`config.mk`:
```
export PLATFORM = sky130hd
export DESIGN_NAME = reorder_buffer_mc
export DESIGN_NICKNAME = d
export VERILOG_FILES = /design/src/rtl/reorder_buffer_mc.sv
export SDC_FILE = /design/constraint.sdc
export NUM_CORES = 2
export LEC_CHECK = 0
export ABC_AREA = 0
export CAP_MARGIN = 20
export CELL_PAD_IN_SITES_DETAIL_PLACEMENT = 1
export CELL_PAD_IN_SITES_GLOBAL_PLACEMENT = 1
export CORE_ASPECT_RATIO = 1.75
export CORE_UTILIZATION = 56
export CTS_CLUSTER_SIZE = 30
export DETAILED_ROUTE_END_ITERATION = 10
export HOLD_SLACK_MARGIN = 0.15
export PLACE_DENSITY_LB_ADDON = 0.1
export RECOVER_POWER = 50
export SYNTH_ARGS = -nofsm -noshare
export SYNTH_HDL_FRONTEND = slang
export SYNTH_SLANG_ARGS = --single-unit
```
`constraint.sdc`:
```
create_clock -name clk_in -period 17.5 [get_ports clk_in]
set_input_delay 3.5 -clock clk_in [delete_from_list [all_inputs] [get_ports clk_in]]
set_output_delay 3.5 -clock clk_in [all_outputs]
set_load 0.02 [all_outputs]
```
`src/rtl/reorder_buffer_mc.sv`:
```
// Multi-commit, multi-writeback reorder buffer: in-order retirement of up to
// COMMIT_WIDTH entries per cycle, registered flush on mispredict or exception.
module reorder_buffer_mc #(
    parameter int ROB_SIZE_BIT = 4,
    parameter int COMMIT_WIDTH = 2,
    parameter int WB_PORTS     = 3,
    parameter int Q_PORTS      = 2,
    parameter int TYPE_BIT     = 2
) (
    input  logic                              clk_in,
    input  logic                              rst_n_in,
    input  logic                              rdy_in,
    input  logic                              alloc_valid,
    input  logic                              alloc_done,
    input  logic [TYPE_BIT-1:0]               alloc_type,
    input  logic [4:0]                        alloc_rd,
    input  logic [31:0]                       alloc_value,
    input  logic [31:0]                       alloc_jump,
    output logic [ROB_SIZE_BIT-1:0]           alloc_id,
    output logic [ROB_SIZE_BIT-1:0]           head_id,
    output logic                              full,
    output logic                              empty,
    output logic [ROB_SIZE_BIT:0]             count,
    input  logic [WB_PORTS-1:0]               wb_valid,
    input  logic [WB_PORTS*ROB_SIZE_BIT-1:0]  wb_id,
    input  logic [WB_PORTS*32-1:0]            wb_value,
    input  logic [Q_PORTS*ROB_SIZE_BIT-1:0]   q_id,
    output logic [Q_PORTS-1:0]                q_ready,
    output logic [Q_PORTS*32-1:0]             q_value,
    output logic [COMMIT_WIDTH-1:0]           commit_valid,
    output logic [COMMIT_WIDTH*5-1:0]         commit_rd,
    output logic [COMMIT_WIDTH*32-1:0]        commit_value,
    output logic [COMMIT_WIDTH*ROB_SIZE_BIT-1:0] commit_id,
    output logic                              flush,
    output logic [31:0]                       flush_pc,
    output logic [15:0]                       retired
);
    localparam int RSB      = ROB_SIZE_BIT;
    localparam int ROB_SIZE = 1 << ROB_SIZE_BIT;
    localparam logic [TYPE_BIT-1:0] TYPE_RG = TYPE_BIT'(0);
    localparam logic [TYPE_BIT-1:0] TYPE_BR = TYPE_BIT'(2);
    localparam logic [TYPE_BIT-1:0] TYPE_EX = TYPE_BIT'(3);

    logic                busy  [ROB_SIZE];
    logic                ready [ROB_SIZE];
    logic [TYPE_BIT-1:0] etype [ROB_SIZE];
    logic [4:0]          erd   [ROB_SIZE];
    logic [31:0]         evalue[ROB_SIZE];
    logic [31:0]         ejump [ROB_SIZE];

    logic [RSB-1:0] head, tail;
    logic [RSB:0]   n_ret;
    logic [ROB_SIZE-1:0] retire_mask;
    logic           redirect;
    logic [31:0]    redirect_pc;
    logic           alloc_ok;
    logic           stop;
    logic [RSB-1:0] idx;

    assign alloc_id = tail;
    assign head_id  = head;
    assign full     = (count == (RSB+1)'(ROB_SIZE));
    assign empty    = (count == '0);
    assign alloc_ok = rdy_in && !flush && alloc_valid && !full;

    // Commit scan: stops at the first non-retirable slot or after a redirecting entry.
    always_comb begin
        commit_valid = '0;
        commit_rd    = '0;
        commit_value = '0;
        commit_id    = '0;
        retire_mask  = '0;
        n_ret        = '0;
        redirect     = 1'b0;
        redirect_pc  = '0;
        idx          = '0;
        stop         = !rdy_in || flush;
        for (int unsigned k = 0; k < COMMIT_WIDTH; k++) begin
            idx = head + RSB'(k);
            if (!stop && busy[idx] && ready[idx] && (32'(count) > k)) begin
                retire_mask[idx]          = 1'b1;
                n_ret                     = n_ret + (RSB+1)'(1);
                commit_id[k*RSB +: RSB]   = idx;
                if (etype[idx] == TYPE_RG) begin
                    commit_valid[k]         = 1'b1;
                    commit_rd[k*5 +: 5]     = erd[idx];
                    commit_value[k*32 +: 32] = evalue[idx];
                end else if (etype[idx] == TYPE_BR) begin
                    if (evalue[idx][0] ^ ejump[idx][0]) begin
                        redirect    = 1'b1;
                        redirect_pc = {ejump[idx][31:1], 1'b0};
                        stop        = 1'b1;
                    end
                end else if (etype[idx] == TYPE_EX) begin
                    redirect    = 1'b1;
                    redirect_pc = ejump[idx];
                    stop        = 1'b1;
                end
            end else begin
                stop = 1'b1;
            end
        end
    end

    // Stored value takes precedence over a same-cycle writeback forward.
    always_comb begin
        q_ready = '0;
        q_value = '0;
        for (int unsigned j = 0; j < Q_PORTS; j++) begin
            if (ready[q_id[j*RSB +: RSB]]) begin
                q_ready[j]          = 1'b1;
                q_value[j*32 +: 32] = evalue[q_id[j*RSB +: RSB]];
            end else begin
                for (int unsigned p = 0; p < WB_PORTS; p++) begin
                    if (wb_valid[p] && (wb_id[p*RSB +: RSB] == q_id[j*RSB +: RSB])) begin
                        q_ready[j]          = 1'b1;
                        q_value[j*32 +: 32] = wb_value[p*32 +: 32];
                    end
                end
            end
        end
    end

    always_ff @(posedge clk_in) begin
        if (!rst_n_in) begin
            for (int unsigned i = 0; i < ROB_SIZE; i++) begin
                busy[i]  <= 1'b0;
                ready[i] <= 1'b0;
            end
            head     <= '0;
            tail     <= '0;
            count    <= '0;
            flush    <= 1'b0;
            flush_pc <= '0;
            retired  <= '0;
        end else if (rdy_in) begin
            if (flush) begin
                for (int unsigned i = 0; i < ROB_SIZE; i++) begin
                    busy[i]  <= 1'b0;
                    ready[i] <= 1'b0;
                end
                head  <= '0;
                tail  <= '0;
                count <= '0;
                flush <= 1'b0;
            end else begin
                // Ascending port order lets the highest port win on a shared id.
                for (int unsigned p = 0; p < WB_PORTS; p++) begin
                    if (wb_valid[p] && busy[wb_id[p*RSB +: RSB]] && !retire_mask[wb_id[p*RSB +: RSB]]) begin
                        ready[wb_id[p*RSB +: RSB]]  <= 1'b1;
                        evalue[wb_id[p*RSB +: RSB]] <= wb_value[p*32 +: 32];
                    end
                end
                for (int unsigned i = 0; i < ROB_SIZE; i++) begin
                    if (retire_mask[i]) begin
                        busy[i]  <= 1'b0;
                        ready[i] <= 1'b0;
                    end
                end
                if (alloc_ok) begin
                    busy[tail]   <= 1'b1;
                    ready[tail]  <= alloc_done;
                    etype[tail]  <= alloc_type;
                    erd[tail]    <= alloc_rd;
                    evalue[tail] <= alloc_value;
                    ejump[tail]  <= alloc_jump;
                    tail         <= tail + RSB'(1);
                end
                head    <= head + n_ret[RSB-1:0];
                count   <= count + (RSB+1)'(alloc_ok) - n_ret;
                retired <= retired + 16'(n_ret);
                flush   <= redirect;
                if (redirect) flush_pc <= redirect_pc;
            end
        end
    end
endmodule

```
==> results.json <==
{
  "cts_root_buf": "clkbuf_16",
  "grt_pass1_wl_um": 523700,
  "rsz0062_at_grt": "false",
  "swShare_pct": 25.58,
  "drv_cap": 37,
  "num_rows": 188,
  "final.setup_skew_ns": 0.06852,
  "cts_made_buffers": 116,
  "drt_iter0_drc": 11270,
  "grtUsageTotal_pct": 49.52,
  "ys_top_cells_by_area": "edfxtp_1 (40%), mux4_2 (28%), mux2i_1 (5.2%)",
  "grt_remaining_overflow": 0,
  "syn_to_final_growth_pct": 10.35,
  "arrival_ns": 15.73,
  "clkLatencyLatePin_ns": 0.83,
  "initial_utilization_pct": 56.34,
  "vias_per_cell": 8.348,
  "finalSetupViolCount": 0,
  "place.gp.congestion": 0.9773,
  "drt-total-wl_um": 376200,
  "vias": 69190,
  "synth_flop_cell": "edfxtp_1",
  "cts_tree": "done",
  "pwr-share-clk_pct": 40.2,
  "relSlewSlack_pct": -324.8,
  "hold_buffers": 0,
  "startpoint_type": "primary input",
  "grt_max_degree": 124,
  "power_density_nw_per_um2": 71.07,
  "fin_crit_sh_pct": 86.86,
  "hpwl_um": 210700,
  "ir_drop_v": 0.00008106,
  "p_sw_w": 0.001694,
  "fp.dieH_um": 515.6,
  "p_total_w": 0.006621,
  "path_clk_slew_ns": 0.06,
  "place_inst": 8022,
  "synth_cell_types": 75,
  "status": "finished, violations left",
  "cts_repair_resize_count": 0,
  "clock_sinks": 1234,
  "core_um2": 149800,
  "worstMarginPinSlew_ns": 6.371,
  "holdCritPathClass": "register to register",
  "pwr-share-seq_pct": 49.0,
  "max_freq_ghz": 0.06579,
  "p_int_w": 0.004927,
  "fin_crit_ns": 15.20,
  "setup.worst_path.class": "primary input to register",
  "synth_area_um2": 84420,
  "nets": 6373,
  "finalSetupTns_ns": 0,
  "io_pins": 409,
  "chipWidth_um": 295.5,
  "yosysSeqAreaShare_pct": 42.73,
  "synthesis.nets": 6511,
  "antenna_left": 0,
  "ys_ff_latch": 1234,
  "synth_top_area_share_pct": 40.41,
  "synth_cells": 6289,
  "violations": "capacitance limit, slew limit",
  "layout-drive-gt1-share_pct": 27.24,
  "first_global_vias": 70370,
  "critPathMaxFanout": 39,
  "synthArstFlopShare_pct": 0,
  "avgRoutedWirePerCell_um": 45.39,
  "fill_cells": 14090,
  "synth-edff-count": 1136,
  "portBuffers": 408,
  "die_area_um2": 152400,
  "hold_viol_final": 0,
  "htree_levels": 3,
  "drc": 0,
  "slew_violations": 1410,
  "synth_top_cell_by_area": "edfxtp_1",
  "avgSynthCellArea_um2": 13.42,
  "drt_pass1_iterations": 6,
  "cts_max_path_buffers": 3,
  "antenna_found_initial": 55,
  "stdcell_count": 8288,
  "leakage_nw": 32.11,
  "combPwrFrac_pct": 10.8,
  "worstSetupEndpointType": "register",
  "ys_warn_count": 0,
  "cts_setup_buffers": 0,
  "worst-endpoint-required_ns": 18.03
}
==> placed cells by master, fill, tap and decap left out, drive strengths merged, types with 10 or more instances in the layout <==
cell and n:
edfxtp 1136, mux4 1053, mux2i 440, nor2 438, o21ai 377, nand2 363, clkdlybuf4s50 297, mux2 227
a21o 201, a211oi 184, clkbuf 177, buf 150, a21oi 149, dlygate4sd3 103, dfxtp 98, o22ai 85
a221oi 64, nand3 60, and2 56, inv 56, a31oi 50, clkinv 47, nor2b 46, and3 45
diode 42, a22oi 40, o21a 35, xor2 31, ha 24, nor3 24, o211ai 22, nand4 21
nand2b 18, xnor2 17, clkinvlp 15, a32oi 12, bufinv 10
==> Yosys cell counts, drive strengths merged (17+ instances only) <==
master and n:
a21o 201, and2 56, a211oi 184, xnor2 17
mux2 227, buf 303, nand2b 18, a221oi 64
nor2b 46, a22oi 40, o211ai 22, ha 24
o22ai 85, and3 45, nand3 60, mux4 1053
dfxtp 98, a31oi 50, mux2i 440, nand2 363
clkbuf 534, nand4 21, a21oi 149, o21ai 377
edfxtp 1136, nor3 24, o21a 35, nor2 438
inv 53, xor2 31
==> power by group through the flow <==
| stage | registers [W] | clock network (W) | logic (W) |
|---|---|---|---|
| detailed placement | 0.00331 | 0 | 0.000686 |
| finish | 0.00325 | 0.00266 | 0.000713 |
| global route | 0.00325 | 0.00273 | 0.000734 |
| floorplan | 0.00331 | 0 | 0.000429 |
| CTS | 0.00325 | 0.00264 | 0.000692 |
| global placement | 0.00331 | 0 | 0.000665 |
==> critical path: stages <==
cell and delay, ns:
dlygate4sd3_1 0.65, and3b_1 0.41, and2_0 0.39, nand4_1 0.17
clkbuf_1 2.87, clkinvlp_2 4.80, clkbuf_1 2.05, a21o_1 0.61
==> metrics by stage <==
stage | hold WS [ns] | util (%) | setup WS [ns] | cell area (um^2)
final | 0.4960 | 62.17 | 2.300 | 93160
after global routing | 0.5180 | 62.12 | 3.401 | 93080
after CTS | 0.5014 | 62.18 | 6.077 | 93170
after detailed placement | 0.4927 | 59.63 | 6.135 | 89360
after global placement | 0.4667 | 59.63 | 6.132 | 89360
after floorplan | 0.4517 | - | 8.028 | 84420
==> area by class of cell <==
| class | instances | area (um^2) | share of cell area (%) |
|---|---|---|---|
| diodes | 42 | 105.1 | 0.1128 |
| clock buffers | 146 | 3057 | 3.281 |
| well taps | 1995 | 2496 | 2.679 |
| flip-flops and latches | 1234 | 36090 | 38.74 |
| multi-input cells | 4162 | 45010 | 48.31 |
| clock inverters | 72 | 762.0 | 0.8179 |
| inverters | 56 | 226.5 | 0.2431 |
| repair buffers | 581 | 5420 | 5.818 |
==> state kept, by name, indices dropped and copies added, names as in the netlist, named ones only <==
register and count:
erd 80, retired 16, ready 16, flush 1, alloc_id 4, head_id 4
busy 16, count 5, etype 32, ejump 512, evalue 512, flush_pc 32
==> logic make-up after synthesis <==
group / Yosys count / synth area share, %
AOI/OAI and AO/OA: 1256 / 9.776
xor gates and xnor gates: 48 / 0.4980
adders and majority gates: 27 / 0.4269
buffers and inverters: 893 / 4.420
DFF: 1234 / 42.73
muxes: 1720 / 36.34
and+or+nand+nor: 1111 / 5.809
==> worst paths after layout <==
| kind | startpoint | end | slack (ns) | depth (start not counted) |
|---|---|---|---|---|
| worst max-delay path | rst_n_in | evalue[13][12]$_DFFE_PP_ | 2.30 | 8 |
| worst min-delay path | retired[0]$_SDFFE_PN0N_ | retired[0]$_SDFFE_PN0N_ | 0.50 | 2 |
| worst max register to register | head_id[0]$_SDFFE_PN0P_ | evalue[11][0]$_DFFE_PP_ | 4.80 | 12 |
| worst min register to register | retired[0]$_SDFFE_PN0N_ | retired[0]$_SDFFE_PN0N_ | 0.50 | 2 |
==> per-layer routing <==
layer | track usage (%) | wire (um) | vias to the layer above
li1 | - | - | 25040
met1 | 57.18 | 114300 | 34940
met2 | 73.10 | 168800 | 7011
met3 | 19.23 | 57240 | 2152
met4 | 40.15 | 35570 | 52
met5 | 0 | 335 | -
Note: power is estimated with default switching activity, not from simulation.
